<file path="config.mk">
export PLATFORM = sky130hd
export DESIGN_NAME = vert_avg_ctrl
export DESIGN_NICKNAME = d
export VERILOG_FILES = /design/src/rtl/vert_avg_ctrl_pkg.sv /design/src/rtl/vert_avg_ctrl.sv
export SDC_FILE = /design/constraint.sdc
export NUM_CORES = 1
export LEC_CHECK = 0
export ABC_AREA = 1
export ABC_CLOCK_PERIOD_IN_PS = 1150
export CELL_PAD_IN_SITES_DETAIL_PLACEMENT = 1
export CELL_PAD_IN_SITES_GLOBAL_PLACEMENT = 2
export CORE_MARGIN = 2
export CORE_UTILIZATION = 24
export CTS_CLUSTER_DIAMETER = 150
export DETAILED_ROUTE_END_ITERATION = 6
export HOLD_SLACK_MARGIN = 0.12
export PLACE_DENSITY = 0.79
export SYNTH_ARGS = -nofsm -noshare
export SYNTH_HDL_FRONTEND = slang
export SYNTH_SLANG_ARGS = --single-unit
export TNS_END_PERCENT = 20
</file>
<file path="constraint.sdc">
create_clock -name clk -period 1.15 [get_ports clk]
set_input_delay 0.23 -clock clk [delete_from_list [all_inputs] [get_ports clk]]
set_output_delay 0.23 -clock clk [all_outputs]
set_load 0.05 [all_outputs]
</file>
<file path="src/rtl/vert_avg_ctrl_pkg.sv">
// Shared definitions for the vertical-averaging stage of the resize datapath.
package vert_avg_ctrl_pkg;

  // Sequencer states; the REL_* states hold both requests low for one cycle
  // so each slave sees a release before its next transaction.
  typedef enum logic [2:0] {
    ST_IDLE    = 3'd0,
    ST_LOAD_A  = 3'd1,
    ST_REL_A   = 3'd2,
    ST_LOAD_B  = 3'd3,
    ST_REL_B   = 3'd4,
    ST_AVG     = 3'd5,
    ST_REL_AVG = 3'd6
  } vavg_state_t;

  // Ping-pong buffer select values carried on load_sel.
  localparam logic BUF_A = 1'b0;
  localparam logic BUF_B = 1'b1;

  // Pixels per buffered row and default input rows per frame; the row-input
  // and averaging units size themselves from these as well.
  localparam int ROW_LEN         = 28;
  localparam int ROWS_IN_DEFAULT = 28;

endpackage

</file>
<file path="src/rtl/vert_avg_ctrl.sv">
// Vertical-averaging sequencer: for each output row, load buffer A, load
// buffer B, then ask the averaging unit to combine them. Pulses done after
// ROWS_IN/2 output rows. All outputs come straight from flops.
//
//   state      | meaning
//   -----------+-----------------------------------------------
//   IDLE       | waiting for start, acks ignored
//   LOAD_A     | load_req=1, load_sel=A, waiting for load_ack
//   REL_A      | one cycle with load_req released
//   LOAD_B     | load_req=1, load_sel=B, waiting for load_ack
//   REL_B      | one cycle with both requests released
//   AVG        | avg_req=1, out_row=counter, waiting for avg_ack
//   REL_AVG    | release; last row pulses done, else next row
module vert_avg_ctrl
  import vert_avg_ctrl_pkg::*;
#(
  parameter int ROWS_IN = ROWS_IN_DEFAULT,
  parameter int ROW_W   = 5
) (
  input  logic             clk,
  input  logic             resetn,
  input  logic             start,
  output logic             busy,
  output logic             done,
  output logic             load_req,
  input  logic             load_ack,
  output logic             load_sel,
  output logic             avg_req,
  input  logic             avg_ack,
  output logic [ROW_W-1:0] out_row
);

  localparam logic [ROW_W-1:0] LAST_ROW = ROW_W'(ROWS_IN / 2 - 1);

  vavg_state_t      state_q, state_d;
  logic [ROW_W-1:0] row_q, row_d;
  logic             busy_q, busy_d;
  logic             done_q, done_d;
  logic             load_req_q, load_req_d;
  logic             load_sel_q, load_sel_d;
  logic             avg_req_q, avg_req_d;

  // Next state, row counter, and the output values that go with the next state.
  always_comb begin
    state_d = state_q;
    row_d   = row_q;
    unique case (state_q)
      ST_IDLE: begin
        if (start) begin
          state_d = ST_LOAD_A;
          row_d   = '0;
        end
      end
      ST_LOAD_A:  if (load_ack) state_d = ST_REL_A;
      ST_REL_A:   state_d = ST_LOAD_B;
      ST_LOAD_B:  if (load_ack) state_d = ST_REL_B;
      ST_REL_B:   state_d = ST_AVG;
      ST_AVG:     if (avg_ack) state_d = ST_REL_AVG;
      ST_REL_AVG: begin
        // Comparing against the last row before incrementing keeps the
        // counter from ever wrapping.
        if (row_q == LAST_ROW) begin
          state_d = ST_IDLE;
          row_d   = '0;
        end else begin
          state_d = ST_LOAD_A;
          row_d   = row_q + ROW_W'(1);
        end
      end
      default: state_d = ST_IDLE;
    endcase

    load_req_d = (state_d == ST_LOAD_A) || (state_d == ST_LOAD_B);
    load_sel_d = (state_d == ST_LOAD_B) ? BUF_B : BUF_A;
    avg_req_d  = (state_d == ST_AVG);
    busy_d     = (state_d != ST_IDLE);
    // Counter only moves on leaving REL_AVG, so row_q still names this row.
    done_d     = (state_d == ST_REL_AVG) && (row_q == LAST_ROW);
  end

  // State, counter and registered outputs.
  always_ff @(posedge clk or negedge resetn) begin
    if (!resetn) begin
      state_q    <= ST_IDLE;
      row_q      <= '0;
      busy_q     <= 1'b0;
      done_q     <= 1'b0;
      load_req_q <= 1'b0;
      load_sel_q <= BUF_A;
      avg_req_q  <= 1'b0;
    end else begin
      state_q    <= state_d;
      row_q      <= row_d;
      busy_q     <= busy_d;
      done_q     <= done_d;
      load_req_q <= load_req_d;
      load_sel_q <= load_sel_d;
      avg_req_q  <= avg_req_d;
    end
  end

  assign busy     = busy_q;
  assign done     = done_q;
  assign load_req = load_req_q;
  assign load_sel = load_sel_q;
  assign avg_req  = avg_req_q;
  assign out_row  = row_q;

endmodule
</file>
==> key figures <==
STA
  • Hold_ws: 0.243 ns
  • Tmin final: 1.31 ns
  • Count of final setup violators: 14
  • Unrepaired setup endpoints after global routing: yes
  • Final slew viol count: 0
  • Worst Skew: 0.00460 ns
  • FMAX: 765 MHz
  • Max-slew headroom: 87.4%
  • Final hold vios: 0
  • Worst-margin pin slew: 0.188 ns
  • Setup ws final: -0.157 ns
  • Sum Neg Setup Slack: -0.786 ns
  • Period utilisation layout: 114%

CTS
  • CTS buffer count: 3
  • Worst-skew pair later-pin latency: 0.28 ns
  • Clock Tree Buf Depth: 2
  • Clock H-tree levels: 1
  • Clk pin slew, worst setup/hold paths: 0.09 ns
  • CTS root buf: clkbuf_4
  • CTS Hold Buffers Added: 0
  • CTS tree: done
  • CTS Sinks: 13

GRT
  • Antenna violations before repair: 0
  • Pin count of the biggest net entering global routing: 14
  • All-Layer GR Usage: 12.7%
  • Vias in the first global route: 691
  • First-pass GRT wire length: 3190 microns
  • Grt ovf: 0

Logic synthesis
  • Post-synth top cells: nand2_1, dfrtp_1, nor2_1, inv_1, nand3_1
  • Number of distinct library cells after synthesis: 19
  • Syn_area_per_cell: 8.37 sq um
  • Sequential cell area fraction in the yosys report: 49.8%
  • Mapped Nets: 85
  • Synth top area share: 49.8%
  • EDFF count, synth: 0
  • Main synth FF type: dfrtp_1
  • Synth warn: 0
  • Mapped Cells: 78
  • Most instantiated library cell after synthesis: nand2_1
  • Mapped Area: 653 sq um
  • Number of synthesized register bits: 13
  • Yosys top cell by area: dfrtp_1
  • Synth area leaders: dfrtp_1, nand2_1, nand3_1, nor2_1, inv_1
  • Asr flop ratio synth: 100%

Floorplan
  • Die Y: 56.2 microns
  • Die Width: 56.2 microns
  • Io pins: 15
  • Starting Density: 25.9%
  • Die footprint: 3150 sq um
  • Rows: 18
  • Placeable Area: 2520 sq um

Worst setup path
  • Worst-path maximum fanout: 3
  • Critical path launch point type: flip-flop
  • Worst Path Arrival: 1.08 ns
  • Worst setup path class: flip-flop to primary output
  • Endpoint class of the critical path: primary output
  • Worst Path Required: 0.92 ns

Cells and area
  • Antenna cells: 0
  • Register area: ~330 sq um
  • Layout cells sized above 1: 46.4%
  • Filler cells: 292
  • Fin util: a little under half
  • Footprint of the multi-input gates: between 300 and 400 sq um
  • Finished Layout Cells: approximately 140
  • Layout net count: 120
  • Area delta synth->final: 77.6%

Drt
  • Via count: ~660
  • Drt initial violations: 2
  • Post-route ant nets: 0
  • Wire per inst: 13.1 microns
  • Final wirelength: roughly 1900 microns
  • 1st-pass router iterations: 3
  • DRC: 0
  • Via/cell ratio: 4.63

Power and ir drop
  • Leak: between 0.5 and 0.6 nW
  • Maximum vdd drop: between 1 and 1.5 mV
  • Pwr Density: 2390 nW/um^2

Job
  • Maxcap violations: 0

Worst hold path
  • Hold WC Path Type: primary input to async pin

Placed design
  • HPWL after DPL: approximately 1300 microns
  • PortBufs: 14
  • Placed insts: 129
  • RD Place Congestion: 0.797

Run status
  • Outcome: finished with violations
  • Failing checks: setup timing
-- layout by cell type (no fill, tap or decap) --
cell,count
nor2_2,1
and3_1,1
o21ai_1,2
nand2_2,2
nand2_4,2
dfrtp_2,5
o22ai_2,2
buf_4,12
nor2_1,9
clkdlybuf4s50_1,4
nand3_2,4
inv_1,8
buf_12,10
clkinv_2,2
nand2_1,14
ha_4,1
xor2_1,2
ha_1,1
nor2_4,1
a21oi_1,1
nand4_1,3
buf_6,5
clkbuf_4,3
inv_2,2
nand3_1,7
dfrtp_1,8
-- report_power, final --
group,internal (W),total [W],leakage [nW],switching [W]
registers,0.000609,0.000764,0.162,0.000155
clock network,0.000129,0.000305,0.0177,0.000176
logic,0.000820,0.00171,0.384,0.000887
total,0.00156,0.00278,0.563,0.00122
-- final cells by class --
type	instances	share of cell area [%]
timing repair buffer	31	33.3
inverter	11	3.67
multi-input combinational	53	28.8
sequential	13	28.6
clock buffer	3	1.94
clock inverter	1	0.432
tap	30	3.24
-- cell families after synthesis --
logic type	share of synthesized area (%)
buffers and inverters	7.28
adder cells (fa/ha/maj)	3.83
AO/OA/AOI/OAI	5.17
AND/OR/NAND/NOR	31.2
XOR/XNOR	2.68
flip-flops	49.8
-- worst max-delay path: stages (launching register included) --
cell and delay [ns]:
dfrtp_2 0.43, buf_6 0.12, buf_6 0.11, buf_12 0.13
-- flip-flops by register name (all words and copies together) (netlist names) --
| name | count |
|---|---|
| load_sel | 1 |
| state_q | 3 |
| done | 1 |
| load_req | 1 |
| busy | 1 |
| out_row | 5 |
| avg_req | 1 |
-- stage by stage --
stage / total power, W / area, sq um / setup WS [ns]
global route: 0.00297 / 1160 / -0.187
global placement: 0.00218 / 1000 / -0.178
finish: 0.00278 / 1160 / -0.157
floorplan: 0.00151 / 671 / -0.124
detailed placement: 0.00222 / 1000 / -0.228
CTS: 0.00263 / 1080 / -0.0836
-- path summary, 6_finish.rpt --
check	start	to	slack (ns)	cells past startpoint
max	out_row[0]	out_row[0]	-0.16	3
min	resetn	out_row[2]	0.24	2
max reg2reg	out_row[0]	done	-0.08	6
min reg2reg	out_row[0]	out_row[0]	0.58	2
max in group asynchronous	resetn	out_row[0]	0.72	2
min in group clk	out_row[0]	out_row[0]	0.58	2
-- layer usage --
metal | global-route usage [%] | share of wire [%]
met5 | 0 | 0
met3 | 4.42 | 4.1
met2 | 22.2 | 52
met4 | 1.02 | 0
met1 | 15.5 | 43
-- repair_timing --
item / 4_1_cts / 5_1_grt
setup endpoints to repair: 12 / 15
buffers inserted: 4 / 5
gates cloned: 0 / 0
resized for setup: 5 / 12
pin swaps: 1 / 9
endpoints found under the hold margin: 0 / 0
(Power assumes the default switching activity.)
